`src/rtl/medfilt_pkg.sv`:
```
// Shared definitions for the median-filter scheduler.
//   DEF_DATA_W / DEF_NCH : default sample width and channel count
//   fill_t               : per-channel history fill state
//   sample_t             : signed sample at the default width
package medfilt_pkg;

    localparam int unsigned DEF_DATA_W = 8;
    localparam int unsigned DEF_NCH    = 4;

    typedef enum logic [1:0] {
        EMPTY = 2'd0,
        ONE   = 2'd1,
        FULL  = 2'd2
    } fill_t;

    typedef logic signed [DEF_DATA_W-1:0] sample_t;

endpackage

```
`src/rtl/median3.sv`:
```
// Combinational signed median of three samples.
//   a, b, c : signed input samples
//   med     : median of the three (ties resolve to the repeated value)
module median3
    import medfilt_pkg::*;
#(
    parameter int unsigned DATA_W = DEF_DATA_W
) (
    input  logic signed [DATA_W-1:0] a,
    input  logic signed [DATA_W-1:0] b,
    input  logic signed [DATA_W-1:0] c,
    output logic signed [DATA_W-1:0] med
);

    // One extra bit keeps the difference of two signed values from overflowing,
    // so the top bit is an exact "less than" flag.
    logic [DATA_W:0] d_ab;
    logic [DATA_W:0] d_bc;
    logic [DATA_W:0] d_ac;
    logic            lt_ab;
    logic            lt_bc;
    logic            lt_ac;

    assign d_ab  = {a[DATA_W-1], a} - {b[DATA_W-1], b};
    assign d_bc  = {b[DATA_W-1], b} - {c[DATA_W-1], c};
    assign d_ac  = {a[DATA_W-1], a} - {c[DATA_W-1], c};
    assign lt_ab = d_ab[DATA_W];
    assign lt_bc = d_bc[DATA_W];
    assign lt_ac = d_ac[DATA_W];

    always_comb begin
        if (lt_ab == lt_bc) begin
            med = b;
        end else if (lt_ab != lt_ac) begin
            med = a;
        end else begin
            med = c;
        end
    end

endmodule

```
`src/rtl/medfilt_sched.sv`:
```
// Shares one 3-tap median datapath between NCH sample streams.
//   clk, rst_n : clock, asynchronous active-low reset
//   req_valid  : per-channel sample valid
//   req_data   : per-channel samples, channel i at [i*DATA_W +: DATA_W]
//   req_ready  : one-hot round-robin grant (combinational, 0 in reset)
//   clr        : per-channel history clear, wins over a same-cycle transfer
//   out_valid / out_ready / out_data / out_ch : registered result handshake
module medfilt_sched
    import medfilt_pkg::*;
#(
    parameter int unsigned DATA_W = DEF_DATA_W,
    parameter int unsigned NCH    = DEF_NCH,
    parameter int unsigned CH_W   = $clog2(NCH)
) (
    input  logic                  clk,
    input  logic                  rst_n,
    input  logic [NCH-1:0]        req_valid,
    input  logic [NCH*DATA_W-1:0] req_data,
    output logic [NCH-1:0]        req_ready,
    input  logic [NCH-1:0]        clr,
    output logic                  out_valid,
    input  logic                  out_ready,
    output logic [DATA_W-1:0]     out_data,
    output logic [CH_W-1:0]       out_ch
);

    fill_t                    fill_q [NCH];
    logic signed [DATA_W-1:0] h1_q   [NCH];
    logic signed [DATA_W-1:0] h2_q   [NCH];
    logic [CH_W-1:0]          rr_ptr_q;
    logic                     out_valid_q;
    logic [DATA_W-1:0]        out_data_q;
    logic [CH_W-1:0]          out_ch_q;

    logic                     can_acc;
    logic                     grant_valid;
    logic [CH_W-1:0]          grant_idx;
    logic signed [DATA_W-1:0] grant_x;
    logic signed [DATA_W-1:0] grant_med;

    assign can_acc = !out_valid_q || out_ready;

    // Scan from the highest offset down so the closest eligible channel to
    // rr_ptr is the last (and winning) assignment.
    always_comb begin : arb_search
        int idx;
        idx         = 0;
        grant_valid = 1'b0;
        grant_idx   = '0;
        for (int k = int'(NCH) - 1; k >= 0; k--) begin
            idx = (int'(rr_ptr_q) + k) % int'(NCH);
            if (can_acc && req_valid[CH_W'(idx)] && !clr[CH_W'(idx)]) begin
                grant_valid = 1'b1;
                grant_idx   = CH_W'(idx);
            end
        end
    end

    assign req_ready = (rst_n && grant_valid) ? (NCH'(1) << grant_idx) : '0;
    assign grant_x   = req_data[int'(grant_idx)*DATA_W +: DATA_W];

    median3 #(
        .DATA_W (DATA_W)
    ) u_median3 (
        .a   (grant_x),
        .b   (h1_q[grant_idx]),
        .c   (h2_q[grant_idx]),
        .med (grant_med)
    );

    always_ff @(posedge clk or negedge rst_n) begin
        if (!rst_n) begin
            rr_ptr_q    <= '0;
            out_valid_q <= 1'b0;
            out_data_q  <= '0;
            out_ch_q    <= '0;
            for (int i = 0; i < int'(NCH); i++) begin
                fill_q[i] <= EMPTY;
                h1_q[i]   <= '0;
                h2_q[i]   <= '0;
            end
        end else begin
            if (grant_valid) begin
                rr_ptr_q        <= (grant_idx == CH_W'(NCH - 1)) ? '0 : grant_idx + 1'b1;
                h1_q[grant_idx] <= grant_x;
                if (fill_q[grant_idx] != EMPTY) begin
                    h2_q[grant_idx] <= h1_q[grant_idx];
                end
                fill_q[grant_idx] <= (fill_q[grant_idx] == EMPTY) ? ONE : FULL;
            end

            if (grant_valid && fill_q[grant_idx] == FULL) begin
                out_valid_q <= 1'b1;
                out_data_q  <= grant_med;
                out_ch_q    <= grant_idx;
            end else if (out_ready) begin
                out_valid_q <= 1'b0;
            end

            // A cleared channel is never granted, so this cannot collide with
            // the update above.
            for (int i = 0; i < int'(NCH); i++) begin
                if (clr[i]) begin
                    fill_q[i] <= EMPTY;
                    h1_q[i]   <= '0;
                    h2_q[i]   <= '0;
                end
            end
        end
    end

    assign out_valid = out_valid_q;
    assign out_data  = out_data_q;
    assign out_ch    = out_ch_q;

endmodule

```
`config.mk`:
```
export PLATFORM = sky130hd
export DESIGN_NAME = medfilt_sched
export DESIGN_NICKNAME = d
export VERILOG_FILES = /design/src/rtl/medfilt_pkg.sv /design/src/rtl/median3.sv /design/src/rtl/medfilt_sched.sv
export SDC_FILE = /design/constraint.sdc
export NUM_CORES = 1
export LEC_CHECK = 0
export BUFFER_PORTS_ARGS = -buffer_cell sky130_fd_sc_hd__buf_2
export CAP_MARGIN = 0
export CORE_MARGIN = 10
export CORE_UTILIZATION = 53
export DETAILED_ROUTE_END_ITERATION = 8
export MAX_ROUTING_LAYER = met4
export PLACE_DENSITY = 0.8
export SYNTH_ARGS = -nofsm -noshare
export SYNTH_HDL_FRONTEND = slang
export SYNTH_SLANG_ARGS = --single-unit
```
`constraint.sdc`:
```
create_clock -name clk -period 5.1 [get_ports clk]
set_input_delay 0.255 -clock clk [delete_from_list [all_inputs] [get_ports clk]]
set_output_delay 0.255 -clock clk [all_outputs]
set_load 0.01 [all_outputs]
```
==> Word level (Yosys, flattened, before mapping) <==
Cells that the tools add are included.
{ "totals": {"register_bits": 85, "inputBits": 43, "out_inout_bits": 15, "elab_cells": 139} }
{ "op_classes": {"n_addsub": 7, "magnitude_cmp": 6, "n_eq_ne": 4, "n_shift": 2, "mux": 71, "bitwise_logic": 1, "reduce_logical": 32} }
{ "ops": {"columns": ["cell", "n"], "rows": [
  ["$mux W8", 16],
  ["$mux W32", 3],
  ["$bwmux W32", 2],
  ["$bmux W8 S2", 2],
  ["$shiftx A32 B6 Y8", 1],
  ["$sub A8 B8 Y9", 3],
  ["$mux W2", 13],
  ["$mux W1", 22],
  ["$reduce_bool A2 Y1", 10],
  ["$bmux W1 S2", 8],
  ["$demux W8 S2", 1],
  ["$lt A2 B4 Y1 const B", 4],
  ["$logic_and A1 B1 Y1", 11],
  ["$bwmux W8", 1],
  ["$reduce_and A2 Y1", 4],
  ["$logic_not A1 Y1", 5],
  ["$add A2 B1 Y2 const B", 2],
  ["$add A2 B2 Y2 const B", 2],
  ["$bmux W2 S2", 1],
  ["$demux W2 S2", 1],
  ["$eq A2 B2 Y1 const B", 2],
  ["$mux W4", 1],
  ["$shl A1 B2 Y4 const A", 1],
  ["$ge A3 B3 Y1 const B", 1],
  ["other kinds (6)", 6]
]} }

==> Logic depth before layout (Yosys ltp) <==
{ "depth": {"word_depth": 19, "ltp_mapped": 20, "mapped_depth_nobuf": 17} }

==> Modules after synthesis <==
A second synthesis with hierarchy kept.
{ "hier_totals": {"cells_unflattened": 577, "area_unflattened_um2": 5688.0} }
{ "by_module_without_submodules": {"columns": ["module", "n_inst", "cells_each", "area_per_inst_um2", "seq_area_each_um2"], "rows": [
  ["medfilt_sched", 1, 481, 4884.7, 2127.0],
  ["median3", 1, 96, 803.3, 0.0]
]} }

==> Worst setup path after synthesis <==
Ideal clock, no wire load.
{ "synth_path": {"path_kind": "input to register", "startpoint": "in clr[1]", "endpoint": "reg out_data_q[6], in the netlist out_data[6]", "arrival_time_ns": 4.103, "required_ns": 4.958, "setup_slack_ns": 0.855, "cell_stages": 17, "n_path_buf": 3, "cell_sequence": "buf_2 nand2b_1 o21ai_0 a2111oi_4 buf_2 buf_2 mux4_1 ha_1 a21oi_1 a21boi_0 o21ai_0 nand3_1 nor4b_1 nor2_1 xnor2_4 mux2i_1 o221ai_1"} }
{ "synth_via": {"elab_chain_cells": 17, "elab_cells_between_ends": 48} }
{ "synth_lines": {"columns": ["element", "line_no", "rtl"], "rows": [
  ["start, declared", "medfilt_sched.sv:20", "input logic [NCH-1:0] clr,"],
  ["$bmux W1 S2", "medfilt_sched.sv:52", "if (can_acc && req_valid[CH_W'(idx)] && !clr[CH_W'(idx)]) begin"],
  ["$mux W1 (not written as such) (2 in a row)", "medfilt_sched.sv:52", null],
  ["$logic_not A1 Y1", "medfilt_sched.sv:52", null],
  ["$logic_and A1 B1 Y1", "medfilt_sched.sv:52", null],
  ["$mux W2 (3 in a row)", "medfilt_sched.sv:52", null],
  ["$mux W2 *", "medfilt_sched.sv:52", null],
  ["named net grant_idx[1]", "medfilt_sched.sv:37", "logic [CH_W-1:0] grant_idx;"],
  ["parallel branches: the longest is 8 deep, another holds $sub A8 B8 Y9", null, null],
  ["end signal, assigned", "medfilt_sched.sv:94", "out_data_q <= grant_med;"],
  ["end, declared", "medfilt_sched.sv:32", "logic [DATA_W-1:0] out_data_q;"]
]} }
Mark *: on every way through the listed nets, which the timed path passes. The select of a mux whose other input is x is not followed.
A chain may end at the register's enable or synchronous reset.

==> Worst setup path in the final report <==
{ "layout_path": {"startpoint": "reg rr_ptr_q[1]", "endpoint": "reg out_data_q[4], in the netlist out_data[4]"} }
{ "layout_via": {"elab_chain_cells": 18, "elab_cells_between_ends": 67} }
{ "layout_lines": {"columns": ["element", "line_no", "rtl"], "rows": [
  ["start, declared", "medfilt_sched.sv:30", "logic [CH_W-1:0] rr_ptr_q;"],
  ["start signal, assigned", "medfilt_sched.sv:84", "rr_ptr_q <= (grant_idx == CH_W'(NCH - 1)) ? '0 : grant_idx + 1'b1;"],
  ["parallel branches: the longest is 18 deep, another holds $sub A8 B8 Y9", null, null]
]} }
Parallel ways; which one is timed is not known. The select of a mux whose other input is x is not followed.

==> metrics.md <==
| Metric | Value |
|---|---|
| Fin. Hold Viols | `0` |
| Final cell count without fillers | `676` |
| Crit path launch type | `flop` |
| Highest clock rate | `0.222 GHz` |
| Total track usage | `21.8%` |
| Leakage | `2.51 nW` |
| Synth Cell Area | `4990 µm²` |
| Via count | `4222` |
| Fin crit share | `88.2%` |
| Logic pwr share | `49.2%` |
| Max Slew Vio Count | `0` |
| Power Density | `487 nW/µm²` |
| Core area | `9200 µm²` |
| Tmin final | `4500 ps` |
| Internal Power | `1.54 mW` |
| Synth Area in XOR/XNOR | `0.726%` |
| Fill cell count | `773` |
| Critical Path End Type | `flop` |
| HP Class | `in2async` |
| Mux share of post-synthesis cell area | `13.9%` |
| Number of global-route vias before repair | `4386` |
| Final setup viols | `0` |
| Synth warnings | `0` |
| NetSw | `1.17 mW` |
| CTS clock-pin slew for the worst setup and hold paths | `100 ps` |
| Post-route setup slack | `603 ps` |
| Slew margin rel. | `18.7%` |
| Crit path required time | `5320 ps` |
| Crit path max fanout | `16` |
| Sequential share of the synthesized area | `42.6%` |
| CTS Buf Count | `9` |
| Status | `complete, no violations` |
| Antenna violations before repair | `0` |
| IO Pins | `58` |
| CP max-delay cell | `mux4_1` |
| Port Buffers | `57` |
| # diodes | `0` |
| TritonCTS clock tree | `built` |
| Die Height | `117 µm` |
| Die area | `13700 µm²` |
| CTS HTree Levels | `3` |
| Setup TNS Final | `0 ps` |
| Switch share | `43.2%` |
| Largest net degree at the start of global routing | `90` |
| RePlAce Congestion | `1.01` |
| Syn_area_per_cell | `9.70 µm²` |
| Critical path arrival | `4720 ps` |
| RSZ-0062 raised after global routing | `no` |
| Netlist cell types | `45` |
| Adder-Cell Fraction of Synth Area | `6.26%` |
| Total Wirelength | `14.2 mm` |
| Compound-Gate Fraction of Synth Area | `17.1%` |
| Antenna Nets Post-Route | `0` |
| Share of post-route cells with drive strength above 1 | `18.9%` |
| Setup Skew | `19.6 ps` |
| Area growth from synthesis to layout | `11.5%` |
| WL/cell | `20.9 µm` |
| Router iterations before antenna repair | `5` |
| Clk sinks | `85` |
| GR Overflow Total | `0` |
| Global-route wire length before repair | `22.5 mm` |
| Cell at the root of the clock tree | `clkbuf_8` |
| Hold Buf Count CTS | `0` |
| FF+latch count, synth | `85` |
| DRC Markers | `0` |
| Largest family of logic cells by synthesized area | `compound AO/OA/AOI/OAI gates` |
| Simple-gate area share of the yosys netlist | `15.2%` |
| Tightest Pin Transition | `1210 ps` |
| Share of power burned in registers | `31.4%` |
| Pre-CTS setup slack | `460 ps` |
| DRT iter0 DRCs | `367` |
| Max Cap Viol | `0` |
| Max IR drop VDD | `331 µV` |
| DP HPWL | `9.98 mm` |
| Clock network power share | `19.3%` |
| CTS resizes | `0` |
| Max incr delay on CP | `730 ps` |
| Worst-path cell chain | `nand3b_1 > o21ai_1 > a2111oi_4 > buf_4 > mux4_1 > ha_1 > a2111oi_0 > a21oi_1 > nor2_1 > o31ai_4 > xnor2_4 > mux2i_1 > o221ai_1` |
| DP Cell Count | `660` |
| Initial core utilization | `54.3%` |
| Cells after Synth | `515` |
| CTS max path bufs | `2` |
| Die Span X | `117 µm` |
| Setup CP Type | `reg2reg` |
| Row count | `35` |
| Total power | `2.71 mW` |
| Clk_lat worst skew | `380 ps` |
| Layout Nets | `628` |
| Syn_nets | `583` |
| Post-CTS setup buffer count | `0` |
| Via/cell ratio | `6.25` |
## final timing paths
path	from	endpoint	slack [ps]	cells after the start
max	rr_ptr_q[1]	out_data[4]	600	13
min	rst_n	h2_q[31]	70	1
max reg2reg	rr_ptr_q[1]	out_data[4]	600	13
min reg2reg	out_data[7]	out_data[7]	490	2
max in group asynchronous	rst_n	h1_q[3]	4320	1
min in group clk	clr[0]	h1_q[28]	220	2
## Yosys cell counts (all sizes together)
cell / n / area, µm²
nand2: 117 / 439
dfrtp: 85 / 2130
a21oi: 57 / 285
o21ai: 27 / 135
ha: 25 / 313
inv: 23 / 86.3
clkbuf: 19 / 71.3
mux4: 18 / 424
mux2i: 17 / 170
nor2: 17 / 63.8
o31ai: 17 / 141
buf: 10 / 53.8
mux2: 9 / 101
nand3: 9 / 45.0
nand2b: 8 / 50.1
nor2b: 8 / 60.1
o221ai: 8 / 70.1
a21o: 5 / 37.5
and2: 5 / 31.3
a2111oi: 4 / 73.8
a211oi: 4 / 30.0
and3: 4 / 25.0
o21a: 3 / 22.5
a31oi: 2 / 12.5
nand3b: 2 / 15.0
nand4: 2 / 12.5
o22ai: 2 / 12.5
xnor2: 2 / 36.3
a21boi: 1 / 7.51
a2bb2oi: 1 / 8.76
nor3b: 1 / 7.51
nor4b: 1 / 8.76
o2111ai: 1 / 8.76
o211ai: 1 / 7.51
## registers in the layout (all words and copies together) (netlist names)
signal,cells
out_data,8
h1_q,32
rr_ptr_q,2
out_valid,1
h2_q,32
out_ch,2
fill_q,8
## cell type report
cell class                 count  area (µm²)  area share (%)
multi-input combinational    378        2660            47.7
sequential                    85        2130            38.2
timing repair buffer          63         345            6.20
tap                          111         139            2.49
clock buffer                   9         124            2.22
clock inverter                 7        91.3            1.64
inverter                      23        86.3            1.55
## placed cells by master (no fill, tap or decap), types with 2 or more instances in the layout
master       n
nor2b_1      6
nor2_1      17
o22ai_1      2
a2111oi_4    2
nand3b_1     2
o21ai_1      8
and2_1       5
nand2b_1     8
a21oi_1     57
nand2_1    117
and3_1       4
a211oi_1     4
o21ai_0     19
buf_4        6
mux2_2       9
o221ai_1     8
clkbuf_8     9
nand3_1      9
o31ai_1     16
a21o_1       5
mux4_1       5
buf_2       56
nand4_1      2
o21a_1       3
inv_6        2
inv_1       23
mux4_2      13
dfrtp_1     85
mux2i_1     17
a31oi_1      2
ha_1        25
## power by group through the flow
stage | Combinational [mW] | Sequential [mW] | Clock, mW
final | 1.34 | 0.852 | 0.524
after detailed placement | 1.30 | 0.863 | 0
after global placement | 1.25 | 0.855 | 0
after global routing | 1.44 | 0.866 | 0.553
after CTS | 1.31 | 0.851 | 0.524
after floorplan | 0.943 | 0.858 | 0
## routing by layer
| metal | vias to the layer above | GRT usage, % | part of all wire (%) | routed length (µm) |
|---|---|---|---|---|
| met5 | - | - | 0 | 0 |
| met4 | 0 | 8.24 | 2.0 | 286 |
| met3 | 25 | 3.77 | 7.9 | 1120 |
| met2 | 230 | 35.2 | 48 | 6830 |
| met1 | 2046 | 26.9 | 42 | 5910 |
| li1 | 1921 | - | - | - |
## worst max-delay path, delay by kind of cell (launching register included)
family	cells	cell delay [ps]
muxes	2	1000
AOI/OAI and AO/OA	6	1500
adders and majority gates	1	360
DFF	1	460
and+or+nand+nor	2	330
xor gates and xnor gates	1	380
buffers and inverters	1	320
## per-stage QoR
stage | area [µm²] | hold slack [ps] | util, %
6_report | 5570 | 70.3 | 60.6
5_1_grt | 5570 | 157 | 60.6
4_1_cts | 5570 | 120 | 60.6
3_5_place_dp | 5350 | 470 | 58.2
3_3_place_gp | 5350 | 464 | 58.2
2_1_floorplan | 4990 | -40.6 | -
## cell families after synthesis
family,after synthesis
flip-flops,85
XOR/XNOR,2
AND/OR/NAND/NOR,174
multiplexers,44
AO/OA/AOI/OAI,133
adder cells (fa/ha/maj),25
buffers and inverters,52
No activity file was read; power rests on OpenSTA's default activity.
